**src/rtl/alu_pkg.sv**
```systemverilog
// Shared types and operation codes for the sequential ALU and its multiplier.
package alu_pkg;

  typedef enum logic [1:0] {
    REPOSO = 2'd0,
    MULT   = 2'd1,
    FIN    = 2'd2
  } estado_t;

  localparam logic [1:0] OP_SUMA  = 2'b00;
  localparam logic [1:0] OP_RESTA = 2'b01;
  localparam logic [1:0] OP_COMP  = 2'b10;
  localparam logic [1:0] OP_MULT  = 2'b11;

endpackage

```
**src/rtl/alu_secuencial_multiplicador.sv**
```systemverilog
// Iterative shift-add unsigned multiplier: one partial product per clock, N clocks per product.
module multiplicador_secuencial #(
  parameter int N = 8
) (
  input  logic           clk,
  input  logic           rst,
  input  logic           cargar,
  input  logic [N-1:0]   a,
  input  logic [N-1:0]   b,
  output logic [2*N-1:0] producto,
  output logic           hecho
);

  localparam int CNT_W = $clog2(N) + 1;

  logic [2*N-1:0] acc_q, acc_d;
  logic [2*N-1:0] a_desp_q, a_desp_d;
  logic [N-1:0]   mult_q, mult_d;
  logic [CNT_W-1:0] cuenta_q, cuenta_d;
  logic           activo_q, activo_d;
  logic [2*N-1:0] suma_parcial;
  logic           ultima;

  // Accumulator plus the current partial product; on the last iteration this is the full product.
  assign suma_parcial = acc_q + (mult_q[0] ? a_desp_q : '0);
  assign ultima       = activo_q && (cuenta_q == CNT_W'(N - 1));
  assign producto     = suma_parcial;
  assign hecho        = ultima;

  // Load operands on cargar, otherwise run one shift-add iteration per cycle while active.
  always_comb begin
    acc_d    = acc_q;
    a_desp_d = a_desp_q;
    mult_d   = mult_q;
    cuenta_d = cuenta_q;
    activo_d = activo_q;
    if (cargar) begin
      acc_d    = '0;
      a_desp_d = {{N{1'b0}}, a};
      mult_d   = b;
      cuenta_d = '0;
      activo_d = 1'b1;
    end else if (activo_q) begin
      acc_d    = suma_parcial;
      a_desp_d = a_desp_q << 1;
      mult_d   = mult_q >> 1;
      cuenta_d = cuenta_q + CNT_W'(1);
      if (ultima) begin
        activo_d = 1'b0;
      end
    end
  end

  // Iteration state registers, cleared by the synchronous reset.
  always_ff @(posedge clk) begin
    if (rst) begin
      acc_q    <= '0;
      a_desp_q <= '0;
      mult_q   <= '0;
      cuenta_q <= '0;
      activo_q <= 1'b0;
    end else begin
      acc_q    <= acc_d;
      a_desp_q <= a_desp_d;
      mult_q   <= mult_d;
      cuenta_q <= cuenta_d;
      activo_q <= activo_d;
    end
  end

endmodule

```
**src/rtl/alu_secuencial.sv**
```systemverilog
// Registered ALU: add/subtract/compare in one cycle, multiply via the iterative multiplier.
module alu_secuencial
  import alu_pkg::*;
#(
  parameter int N = 8
) (
  input  logic           clk,
  input  logic           rst,
  input  logic           inicio,
  input  logic [1:0]     sel,
  input  logic [N-1:0]   a,
  input  logic [N-1:0]   b,
  output logic           ocupado,
  output logic           valido,
  output logic [2*N-1:0] s,
  output logic           sal,
  output logic           pout,
  output logic           eout,
  output logic           mout
);

  estado_t state_q, state_d;

  logic [2*N-1:0] s_q, s_d;
  logic           sal_q, sal_d;
  logic           pout_q, pout_d;
  logic           eout_q, eout_d;
  logic           mout_q, mout_d;

  logic           aceptar;
  logic           cargar;
  logic [2*N-1:0] producto;
  logic           hecho;
  logic [N:0]     suma_ext;
  logic [N:0]     resta_ext;

  // An operation is only taken while idle; the multiplier is loaded on a multiply accept.
  assign aceptar   = (state_q == REPOSO) && inicio;
  assign cargar    = aceptar && (sel == OP_MULT);
  assign suma_ext  = {1'b0, a} + {1'b0, b};
  assign resta_ext = {1'b0, a} - {1'b0, b};

  multiplicador_secuencial #(.N(N)) u_mult (
    .clk      (clk),
    .rst      (rst),
    .cargar   (cargar),
    .a        (a),
    .b        (b),
    .producto (producto),
    .hecho    (hecho)
  );

  // State register.
  always_ff @(posedge clk) begin
    if (rst) begin
      state_q <= REPOSO;
    end else begin
      state_q <= state_d;
    end
  end

  // Next-state logic: simple ops go straight to FIN, multiply waits for the last iteration.
  always_comb begin
    state_d = state_q;
    case (state_q)
      REPOSO: begin
        if (inicio) begin
          state_d = (sel == OP_MULT) ? MULT : FIN;
        end
      end
      MULT: begin
        if (hecho) begin
          state_d = FIN;
        end
      end
      FIN:     state_d = REPOSO;
      default: state_d = REPOSO;
    endcase
  end

  // Status outputs decoded from the state register.
  always_comb begin
    ocupado = (state_q != REPOSO);
    valido  = (state_q == FIN);
  end

  // Result fields: cleared on every accept, then filled by the op that produces them.
  always_comb begin
    s_d    = s_q;
    sal_d  = sal_q;
    pout_d = pout_q;
    eout_d = eout_q;
    mout_d = mout_q;
    if (aceptar) begin
      s_d    = '0;
      sal_d  = 1'b0;
      pout_d = 1'b0;
      eout_d = 1'b0;
      mout_d = 1'b0;
      case (sel)
        OP_SUMA: begin
          s_d[N-1:0] = suma_ext[N-1:0];
          sal_d      = suma_ext[N];
        end
        OP_RESTA: begin
          s_d[N-1:0] = resta_ext[N-1:0];
          sal_d      = resta_ext[N];
        end
        OP_COMP: begin
          pout_d = (a > b);
          eout_d = (a == b);
          mout_d = (a < b);
        end
        default: ;
      endcase
    end else if ((state_q == MULT) && hecho) begin
      s_d = producto;
    end
  end

  // Output registers, cleared by the synchronous reset.
  always_ff @(posedge clk) begin
    if (rst) begin
      s_q    <= '0;
      sal_q  <= 1'b0;
      pout_q <= 1'b0;
      eout_q <= 1'b0;
      mout_q <= 1'b0;
    end else begin
      s_q    <= s_d;
      sal_q  <= sal_d;
      pout_q <= pout_d;
      eout_q <= eout_d;
      mout_q <= mout_d;
    end
  end

  assign s    = s_q;
  assign sal  = sal_q;
  assign pout = pout_q;
  assign eout = eout_q;
  assign mout = mout_q;

endmodule

```
**config.mk**
```make
export PLATFORM = sky130hd
export DESIGN_NAME = alu_secuencial
export DESIGN_NICKNAME = d
export VERILOG_FILES = /design/src/rtl/alu_pkg.sv /design/src/rtl/alu_secuencial_multiplicador.sv /design/src/rtl/alu_secuencial.sv
export SDC_FILE = /design/constraint.sdc
export NUM_CORES = 1
export LEC_CHECK = 0
export ABC_AREA = 1
export CAP_MARGIN = 20
export CELL_PAD_IN_SITES_DETAIL_PLACEMENT = 1
export CELL_PAD_IN_SITES_GLOBAL_PLACEMENT = 1
export CORE_MARGIN = 3
export CORE_UTILIZATION = 41
export DETAILED_ROUTE_END_ITERATION = 10
export PLACE_DENSITY_LB_ADDON = 0.2
export REMOVE_ABC_BUFFERS = 1
export SLEW_MARGIN = 15
export SYNTH_ARGS = -nofsm -noshare
export SYNTH_HDL_FRONTEND = slang
export SYNTH_SLANG_ARGS = --single-unit
```
**constraint.sdc**
```tcl
create_clock -name clk -period 2.8 [get_ports clk]
set_input_delay 0.56 -clock clk [delete_from_list [all_inputs] [get_ports clk]]
set_output_delay 0.56 -clock clk [all_outputs]
set_load 0.01 [all_outputs]
```
Word level (Yosys, flattened, before mapping)
Cells that the tools add are included.
{"block": "totals", "input_bits": 21, "wordCells": 59, "ff_bits": 67, "output_inout_bits": 22}
{"block": "op_classes", "n_eq_ne": 9, "magnitude_cmp": 2, "reduce_logical": 12, "muxes": 19, "n_addsub": 4}
{"op": "8-bit two-way mux", "count": 6}
{"op": "16-bit adder", "count": 1}
{"op": "16-bit two-way mux", "count": 1}
{"op": "8-bit one-hot mux with 2 select lines", "count": 1}
{"op": "8-bit by 8-bit adder with 9-bit output", "count": 1}
{"op": "8-bit by 8-bit subtractor with 9-bit output", "count": 1}
{"op": "8-bit equality test", "count": 1}
{"op": "8-bit greater-than comparator", "count": 1}
{"op": "8-bit less-than comparator", "count": 1}
{"op": "2-bit equality test, second input constant", "count": 3}
{"op": "1-bit two-way mux", "count": 6}
{"op": "2-bit two-way mux", "count": 3}
{"op": "2-bit nonzero test", "count": 3}
{"op": "4-bit by 1-bit adder with 4-bit output, second input constant", "count": 1}
{"op": "2-bit by 1-bit equality test with 1-bit output, second input constant", "count": 2}
{"op": "4-bit by 3-bit equality test with 1-bit output, second input constant", "count": 1}
{"op": "1-bit logical AND", "count": 4}
{"op": "2-bit logical NOT", "count": 2}
{"op": "2-bit inequality test, second input constant", "count": 2}
{"op": "2-bit one-hot mux with 2 select lines", "count": 1}
{"op": "2-bit OR reduction", "count": 2}
{"op": "1-bit one-hot mux with 2 select lines", "count": 1}
{"op": "2-bit AND reduction", "count": 1}

Depth between registers and ports, before layout
Gate-level depths: netlist (run 1).
{"block": "logic_depth", "ltp_word": 5, "mapped_depth": 16}

Cells and area by module
From an unflattened synthesis (run 1), not the netlist that was laid out.
{"block": "hier_totals", "hier_cells": 717, "area_unflattened_um2": 4727.0}
{"module": "multiplicador_secuencial", "cells_per_inst": 441, "n_inst": 1, "area_each_um2": 2870.3}
{"module": "alu_secuencial", "cells_per_inst": 276, "n_inst": 1, "area_each_um2": 1856.8}

Least setup slack after synthesis (run 1)
Ideal clock, no wire load.
{"block": "synth_timing", "path_kind": "reg2reg", "from": "register u_mult.mult_q[0]", "to": "register u_mult.acc_q[14]", "stages_incl_launch_ff": 14, "path_buffers": 2, "setup_time_ns": 0.109, "arrival_time_ns": 1.995, "path_slack_ns": 0.696, "path_cell_list": "dfxtp_1 -> clkbuf_1 -> clkbuf_1 -> nand2_1 -> inv_1 -> ha_1 -> a21oi_1 -> o21ai_0 -> a21oi_1 -> nand2_1 -> nand2_1 -> nand3_1 -> nand2_1 -> inv_1"}
{"block": "synth_between", "elab_chain_len": 2}
{"item": "from (decl)", "line": "alu_secuencial_multiplicador.sv:18", "source": "logic [N-1:0] mult_q, mult_d;"}
{"item": "from (signal assigned)", "line": "alu_secuencial_multiplicador.sv:65", "source": "mult_q <= mult_d;"}
{"item": "16-bit two-way mux", "line": "alu_secuencial_multiplicador.sv:25", "source": "assign suma_parcial = acc_q + (mult_q[0] ? a_desp_q : '0);"}
{"item": "16-bit adder", "line": "alu_secuencial_multiplicador.sv:25"}
{"item": "to (signal assigned)", "line": "alu_secuencial_multiplicador.sv:57", "source": "acc_q <= '0;"}
{"item": "to (signal assigned)", "line": "alu_secuencial_multiplicador.sv:63", "source": "acc_q <= acc_d;"}
{"item": "to (decl)", "line": "alu_secuencial_multiplicador.sv:16", "source": "logic [2*N-1:0] acc_q, acc_d;"}
Every way passes these cells.
A chain may end at the register's enable or synchronous reset.

Worst setup path in the final report (run 1)
{"block": "layout_timing", "from": "register u_mult.mult_q[0]", "to": "register u_mult.acc_q[15]"}
The elaborated chain is that of the path after synthesis.

==> results of run 1 <==
-- cell usage in the layout (no fill, tap or decap), drive strengths merged, types with 4 or more instances in the layout --
cell type / count
inv: 109
nor3: 8
xor2: 4
ha: 33
buf: 10
a31oi: 14
nand4: 9
dfxtp: 67
clkbuf: 12
nand2: 196
nor2: 72
nand3: 81
clkdlybuf4s50: 42
o21ai: 25
a21oi: 45
-- registers in the layout (all words and copies together), names as in the netlist --
| name | count |
|---|---|
| sal | 1 |
| u_mult.a_desp_q | 16 |
| mout | 1 |
| pout | 1 |
| state_q | 2 |
| u_mult.mult_q | 8 |
| eout | 1 |
| u_mult.cuenta_q | 4 |
| u_mult.acc_q | 16 |
| s | 16 |
| u_mult.activo_q | 1 |
-- worst min path at each step --
stage | from | end | depth (start not counted)
floorplan | u_mult.mult_q[7] | u_mult.mult_q[7] | 2
global placement | u_mult.a_desp_q[15] | u_mult.a_desp_q[15] | 2
detailed placement | u_mult.a_desp_q[15] | u_mult.a_desp_q[15] | 2
CTS | u_mult.a_desp_q[15] | u_mult.a_desp_q[15] | 2
global route | pout | pout | 2
finish | pout | pout | 2
-- kinds of logic after synthesis --
logic type | synth area share [%]
and+or+nand+nor | 35.0
buffers and inverters | 12.2
AOI/OAI and AO/OA | 12.0
xor gates and xnor gates | 1.15
DFF | 29.4
adders and majority gates | 10.4
-- power by group through the flow --
stage          Combinational, mW  Clock (mW)  Sequential (mW)
3_5_place_dp               0.474           0             1.04
6_report                   0.480       0.813             1.02
3_3_place_gp               0.460           0             1.04
5_1_grt                    0.531       0.876             1.02
2_1_floorplan              0.269           0             1.04
4_1_cts                    0.477       0.829             1.02
-- metrics by stage --
stage               utilization, %  instances
floorplan                        -        684
global placement              48.3        872
detailed placement            48.3        872
CTS                           50.1        888
global route                  50.1        888
finish                        50.1        888
-- metal layers --
layer / track usage (%) / part of all wire, %
met5: 0 / 0
met4: 4.70 / 1.1
met3: 4.84 / 4.4
met2: 37.1 / 45
met1: 32.5 / 50
-- worst reg2reg max path: stages (launching register included) --
cell     delay (ns)
dfxtp_1        0.70
nand2_1        0.14
inv_1          0.08
ha_1           0.28
a21oi_1        0.16
nand2_1        0.14
nand2_1        0.12
nand3_1        0.15
nand3_1        0.14
nand2_1        0.07
nand2_1        0.08
nand3_1        0.11
nand2_1        0.10
inv_1          0.04
-- layout make-up --
cell class | count | area share (%)
Multi-Input combinational cell | 508 | 50.4
Sequential cell | 67 | 25.4
Timing Repair Buffer | 52 | 9.61
Inverter | 109 | 7.83
Tap cell | 136 | 3.22
Clock buffer | 12 | 2.56
Clock inverter | 4 | 0.970
==> impl_results.md, run 1 <==
* Outcome: finished, final reports clean
* Resized cells post-CTS at 0
* Clock Skews at 0.00913 ns
* Full die area at 0.0124 sq mm
* DRC viols at 0
* Worst slew margin at 60.2%
* Final-report setup violation count at 0
* CP max stage cell: dfxtp_1
* # Max-Cap Violations at 0
* Most instantiated library cell after synthesis: nand2_1
* Hold_buf cts at 0
* R2r worst-path depth at 13
* DR vias/cell at 5.31
* Global-route wire length before repair at 23.6 mm
* Die height at 112 microns
* Asr flop ratio synth at 0%
* Antenna diodes at 0
* Clock sinks at 67
* Synth area leader: dfxtp_1
* Post-synth top cells: nand2_1 (192), inv_1 (100), nand3_1 (78)
* Horiz. Die Dim at 112 microns
* Area occupied by multi-input gates at 0.00267 sq mm
* Top Ports at 43
* CP cell instances: nand2_1, inv_1, ha_1, a21oi_1, nand2_1, nand2_1, nand3_1, nand3_1, nand2_1, nand2_1, nand3_1, nand2_1, inv_1
* GPL Wtd Cong at 0.918
* Dpl hpwl at 11.3 mm
* Count of final max-slew check failures at 0
* RSZ-0062 raised after global routing: no
* Sequential share of the synthesized area at 29.4%
* Peak VDD IR at 0.234 mV
* Hold WC Path Type: reg2reg
* Peak per-stage delay on the critical path at 0.70 ns
* Final Hold Fails at 0
* H-tree Lvls at 3
* Sw frac at 31.7%
* Main synth FF type: dfxtp_1
* Slew @ Worst Pin at 0.596 ns
* Critical path endpoint category: flip-flop
* R2R setup slack at 0.39 ns
* Std cell rows at 37
* Clock Path Buffers at 2
* EDFF count, synth at 0
* Routed len/inst at 16.0 microns
* Total Power at 2.31 mW
* Switching power at 0.731 mW
* CP required at 3.06 ns
* CTS tree: yes
* Leak pwr at 2.54 nW
* FF+latch area at 0.00134 sq mm
* Antenna-violating nets left at 0
* Mapped Area at 0.00456 sq mm
* Root cell of the clock tree: clkbuf_8
* Layout cell share with drive strength beyond 1 at 6.52%
* Vias in the first global route at 4783
* Global route overflow at 0
* GRT Resource Usage Total at 23.2%
* Logic pwr share at 20.8%
* Synth Instances at 709
* Placeable Area at 0.0106 sq mm
* DP Worst Slack at 0.134 ns
* Crit Path Class: reg2reg
* CP Max Fanout at 17
* Fmax at 415 MHz
* P&R area growth vs syn at 15.8%
* CP Launch Type: flip-flop
* Setup slack after layout at 0.389 ns
* Initial DRT Pass Iterations at 4
* Largest net degree at the start of global routing at 43
* Reg2reg start: u_mult.mult_q[0]
* PD cells at 437 mW/mm^2
* Vias at 4713
* Post-DP Area at 0.00510 sq mm
* Clk network pwr share at 35.2%
* P_int at 1.58 mW
* Starting Density at 43.2%
* RR Endpoint: u_mult.acc_q[15]
* Setup TNS at 0 ns
* Final period util at 86.1%
* Num CTS Buffers at 9
* Crit path DAT at 2.68 ns
* CP top delay family: simple AND/OR/NAND/NOR gates
* Worst setup path start: u_mult.mult_q[0]
* Most frequent CP cell: nand2_1
* Synth top area share at 29.4%
* Final Cell Area at 0.00529 sq mm
* Critical path endpoint: u_mult.acc_q[15]
* Critical path buffer and inverter count at 2
* Initial antenna violation count at 0
* Average instance area after synthesis at 6.44 sq um
* Total Nets Final at 804
* Sequential share of power at 44.1%
* Clock transition at path regs at 0.08 ns
* Post-synthesis register bit count at 67
* Ys Warns at 0
* WP depth at 13
* Final hold slack at 0.468 ns
* Minimum clock period at 2.41 ns
* PortBufs at 42
* Largest cells by area after synthesis: dfxtp_1 (29%), nand2_1 (16%), ha_1 (9.0%)
* Detailed Route Iter0 Violations at 261
* Post-CTS Setup Bufs at 0
* Final wirelength at 14.2 mm
* Synth cell types at 41
* Fillers at 1440
* Skew-Pair Late Insertion Delay at 0.36 ns
No activity file was read; power rests on OpenSTA's default activity.
==> run 2, diff against run 1 <==
- CELL_PAD_IN_SITES_DETAIL_PLACEMENT: 1 -> not set
- CELL_PAD_IN_SITES_GLOBAL_PLACEMENT: 1 -> not set
- CORE_UTILIZATION: 41 -> 54
==> impl_results.md, run 2 (same netlist as run 1, synthesis figures left out) <==
* Dpl hpwl at 9.34 mm
* Routed len/inst at 14.4 microns
* Peak per-stage delay on the critical path at 0.69 ns
* Leading cell type in the layout, fill and taps excluded: nand2_1
* Clock sinks at 67
* Std cell rows at 32
* Peak VDD IR at 0.332 mV
* Reg2reg start: u_mult.mult_q[0]
* Count of final max-slew check failures at 0
* Detailed Route Iter0 Violations at 418
* CP cell instances: nand2_1, inv_1, ha_1, a21oi_1, nand2_1, a21oi_2, inv_1, nand2_1, nand2_1, nand2_1, nand3_1, nand2_1, inv_1
* Fmax at 417 MHz
* RSZ-0062 raised after global routing: no
* CP max stage cell: dfxtp_1
* CP Max Fanout at 17
* GPL Wtd Cong at 0.932
* RR Endpoint: u_mult.acc_q[13]
* Clock Skews at 0.0123 ns
* Antenna diodes at 0
* Horiz. Die Dim at 97.9 microns
* Root cell of the clock tree: clkbuf_8
* HP Start: u_mult.a_desp_q[15]
* Critical path endpoint category: flip-flop
* R2r worst-path depth at 13
* CP top delay family: simple AND/OR/NAND/NOR gates
* GRT Resource Usage Total at 25.4%
* WP depth at 13
* Vias in the first global route at 4020
* Minimum clock period at 2.40 ns
* Total Nets Final at 801
* Die height at 97.9 microns
* PortBufs at 42
* Crit Path Class: reg2reg
* Final Hold Fails at 0
* Hold depth at 2
* CP required at 3.06 ns
* Post-CTS Setup Bufs at 0
* Antenna-violating nets left at 0
* Top Ports at 43
* R2R setup slack at 0.40 ns
* Vias at 4590
* Clock transition at path regs at 0.08 ns
* Global-route wire length before repair at 19.8 mm
* Worst slew margin at 61.4%
* PD cells at 446 mW/mm^2
* Resized cells post-CTS at 0
* CP Launch Type: flip-flop
* Global route overflow at 0
* Outcome: finished, final reports clean
* Slew @ Worst Pin at 0.578 ns
* Min-Delay Endpoint: u_mult.a_desp_q[15]
* DRC viols at 0
* Leak pwr at 2.54 nW
* Total Power at 2.34 mW
* Num CTS Buffers at 9
* Clock Path Buffers at 2
* Crit path DAT at 2.66 ns
* Hold WC Path Type: reg2reg
* Placeable Area at 0.00797 sq mm
* Final-report setup violation count at 0
* Critical path buffer and inverter count at 3
* Skew-Pair Late Insertion Delay at 0.35 ns
* Initial DRT Pass Iterations at 5
* Final period util at 85.7%
* CTS tree: yes
* # Max-Cap Violations at 0
* Final wirelength at 12.2 mm
* P&R area growth vs syn at 14.8%
* Layout cell share with drive strength beyond 1 at 6.54%
* Full die area at 0.00959 sq mm
* DR vias/cell at 5.39
* Most frequent cells in the layout: nand2_1 (192), inv_1 (100), nand3_1 (78), nor2_1 (68), dfxtp_1 (67)
* Largest net degree at the start of global routing at 50
* H-tree Lvls at 3
* Most frequent CP cell: nand2_1
* Starting Density at 57.3%
* Setup TNS at 0 ns
* Hold_buf cts at 0
* Initial antenna violation count at 0
run 2: cell types whose count changed in the layout (fill, tap and decap cells not counted), sizes merged:
cell    change
clkbuf      -3
clkinv      -1
inv         +4
buf         -3
run 2: metal layers:
layer  share of wire (%)  global-route usage, %  up-vias
li1                    -                      -     2347
met1                  49                   39.2     2038
met2                  42                   35.7      192
met3                 8.3                   4.64       13
met4                 1.3                   7.35        0
met5                   0                      0        -
run 2: how the worst max path moves through the flow:
stage	start	slack (ns)	endpoint
after floorplan	u_mult.activo_q	0.59	state_q[1]
after global placement	b[3]	0.23	sal
after detailed placement	b[2]	0.20	s[7]
after CTS	u_mult.mult_q[0]	0.47	s[14]
after global routing	u_mult.mult_q[0]	0.21	u_mult.acc_q[14]
final	u_mult.mult_q[0]	0.40	u_mult.acc_q[13]
run 2: stage by stage:
stage | cells | instance area (sq um) | hold slack, ns | util (%) | setup WS [ns]
2_1_floorplan | 684 | 4420 | 0.435 | - | 0.589
3_3_place_gp | 835 | 5040 | 0.450 | 63.2 | 0.235
3_5_place_dp | 835 | 5040 | 0.452 | 63.2 | 0.197
4_1_cts | 851 | 5240 | 0.466 | 65.8 | 0.470
5_1_grt | 851 | 5240 | 0.485 | 65.8 | 0.215
6_report | 851 | 5240 | 0.465 | 65.8 | 0.400
run 2: worst register-to-register path: stages (launching register included):
cell	delay, ns
dfxtp_1	0.69
nand2_1	0.14
inv_1	0.09
ha_1	0.29
a21oi_1	0.16
nand2_1	0.15
a21oi_2	0.28
inv_1	0.07
nand2_1	0.09
nand2_1	0.06
nand2_1	0.08
nand3_1	0.09
nand2_1	0.09
inv_1	0.03
run 2: power breakdown:
group          leakage [nW]  switching [mW]  internal (mW)
clock network         0.101           0.432          0.425
logic                  1.90           0.288          0.176
registers             0.544          0.0270          0.989
run 2: area by class of cell:
type	instances	area, sq um
Sequential cell	67	1340
Clock buffer	9	124
Inverter	109	414
Tap cell	102	128
Clock inverter	7	81.3
Multi-Input combinational cell	508	2670
Fill cell	764	2730
Timing Repair Buffer	49	485
==> run 3, diff against run 2 <==
- CORE_MARGIN: 3 -> not set
==> impl_results.md, run 3 (same netlist as run 1, synthesis figures left out) <==
* # Max-Cap Violations at 0
* Post-CTS Setup Bufs at 0
* DRC viols at 0
* Peak per-stage delay on the critical path at 0.68 ns
* Leading cell type in the layout, fill and taps excluded: nand2_1
* CP max stage cell: dfxtp_1
* Setup TNS at 0 ns
* Die height at 93.9 microns
* Layout cell share with drive strength beyond 1 at 6.79%
* Placeable Area at 0.00822 sq mm
* Detailed Route Iter0 Violations at 241
* Initial DRT Pass Iterations at 5
* Global-route wire length before repair at 20.5 mm
* Std cell rows at 33
* Most frequent CP cell: nand2_1
* Hold_buf cts at 0
* Vias at 4593
* Clock Skews at 0.0132 ns
* RSZ-0062 raised after global routing: no
* Skew-Pair Late Insertion Delay at 0.36 ns
* Vias in the first global route at 4251
* Count of final max-slew check failures at 0
* Hold WC Path Type: reg2reg
* Final wirelength at 12.5 mm
* Clock sinks at 67
* GR Util met1 at 41.8%
* Final-report setup violation count at 0
* Clock transition at path regs at 0.08 ns
* Crit Path Class: reg2reg
* Total Nets Final at 803
* R2R setup slack at 0.38 ns
* Post-DP Area at 0.00505 sq mm
* Minimum clock period at 2.42 ns
* Antenna diodes at 0
* Final Hold Fails at 0
* Largest net degree at the start of global routing at 51
* Final period util at 86.3%
* Critical path endpoint category: flip-flop
* Horiz. Die Dim at 93.9 microns
* CP Max Fanout at 17
* Leak pwr at 2.55 nW
* Global route overflow at 0
* Initial antenna violation count at 0
* Dpl hpwl at 9.63 mm
* Most frequent cells in the layout: nand2_1 (192), inv_1 (100), nand3_1 (78), nor2_1 (68), dfxtp_1 (67)
* Peak VDD IR at 0.503 mV
* Top Ports at 43
* GR Util met2 at 46.7%
* Worst slew margin at 62.8%
* CP cell instances: nand2_1, inv_1, ha_1, a21oi_1, nand2_1, nand2_1, nand3_1, nand2_1, nand3_1, nand2_1, nand3_1, nand2_1, inv_1
* CP required at 3.06 ns
* Resized cells post-CTS at 0
* CTS tree: yes
* PD cells at 447 mW/mm^2
* Routed len/inst at 14.6 microns
* Met3 Use GR at 5.10%
* Slew @ Worst Pin at 0.558 ns
* Fmax at 414 MHz
* P&R area growth vs syn at 15.3%
* Crit path DAT at 2.67 ns
* Fillers at 801
* PortBufs at 42
* Starting Density at 55.6%
* Clock Path Buffers at 2
* GPL Wtd Cong at 0.906
* Gr busiest metal: met2
* H-tree Lvls at 3
* DR vias/cell at 5.37
* Full die area at 0.00882 sq mm
* Final Cell Area at 0.00526 sq mm
* Num CTS Buffers at 9
* CP Launch Type: flip-flop
* Outcome: finished, final reports clean
* GRT Resource Usage Total at 30.2%
* Antenna-violating nets left at 0
* Root cell of the clock tree: clkbuf_8
[run 3: cell type report]
class / count / area (sq um) / share of cell area (%)
Multi-Input combinational cell: 508 / 2670 / 50.7
Clock inverter: 7 / 82.6 / 1.57
Clock buffer: 9 / 124 / 2.35
Timing Repair Buffer: 51 / 500 / 9.51
Tap cell: 105 / 131 / 2.50
Inverter: 109 / 414 / 7.87
Sequential cell: 67 / 1340 / 25.5
[run 3: final timing paths]
path / from / end / cells past startpoint
hold / removal: u_mult.a_desp_q[15] / u_mult.a_desp_q[15] / 2
setup reg to reg: u_mult.mult_q[0] / u_mult.acc_q[11] / 13
setup / recovery: u_mult.mult_q[0] / u_mult.acc_q[11] / 13
hold reg to reg: u_mult.a_desp_q[15] / u_mult.a_desp_q[15] / 2
[run 3: critical path, delay by kind of cell (launching register included)]
kind	cells	cell delay (ns)
AOI/OAI and AO/OA	1	0.17
adders and majority gates	1	0.29
buffers and inverters	2	0.14
DFF	1	0.68
and+or+nand+nor	9	1.05
[run 3: metrics by stage]
stage          hold WS [ns]  power (mW)  instances  util [%]  setup slack (ns)
5_1_grt               0.484        2.45        856      64.0             0.133
3_3_place_gp          0.452        1.49        840      61.5             0.227
3_5_place_dp          0.455        1.50        840      61.5             0.188
4_1_cts               0.468        2.35        856      64.0             0.395
6_report              0.467        2.35        856      64.0             0.385
2_1_floorplan         0.435        1.31        684         -             0.589
[run 3: routing by layer]
metal  vias up  wire length (microns)
li1       2353                      -
met1      2096                   6060
met2       118                   5540
met3        26                    562
met4         0                    340
met5         -                      0
[run 3: report_power, final]
group          switching [mW]  leakage (nW)  internal (mW)  total (mW)
Clock                   0.440        0.0988          0.427       0.867
Combinational           0.291          1.91          0.178       0.469
Sequential             0.0262         0.544          0.988        1.01
Total                   0.758          2.55           1.59        2.35
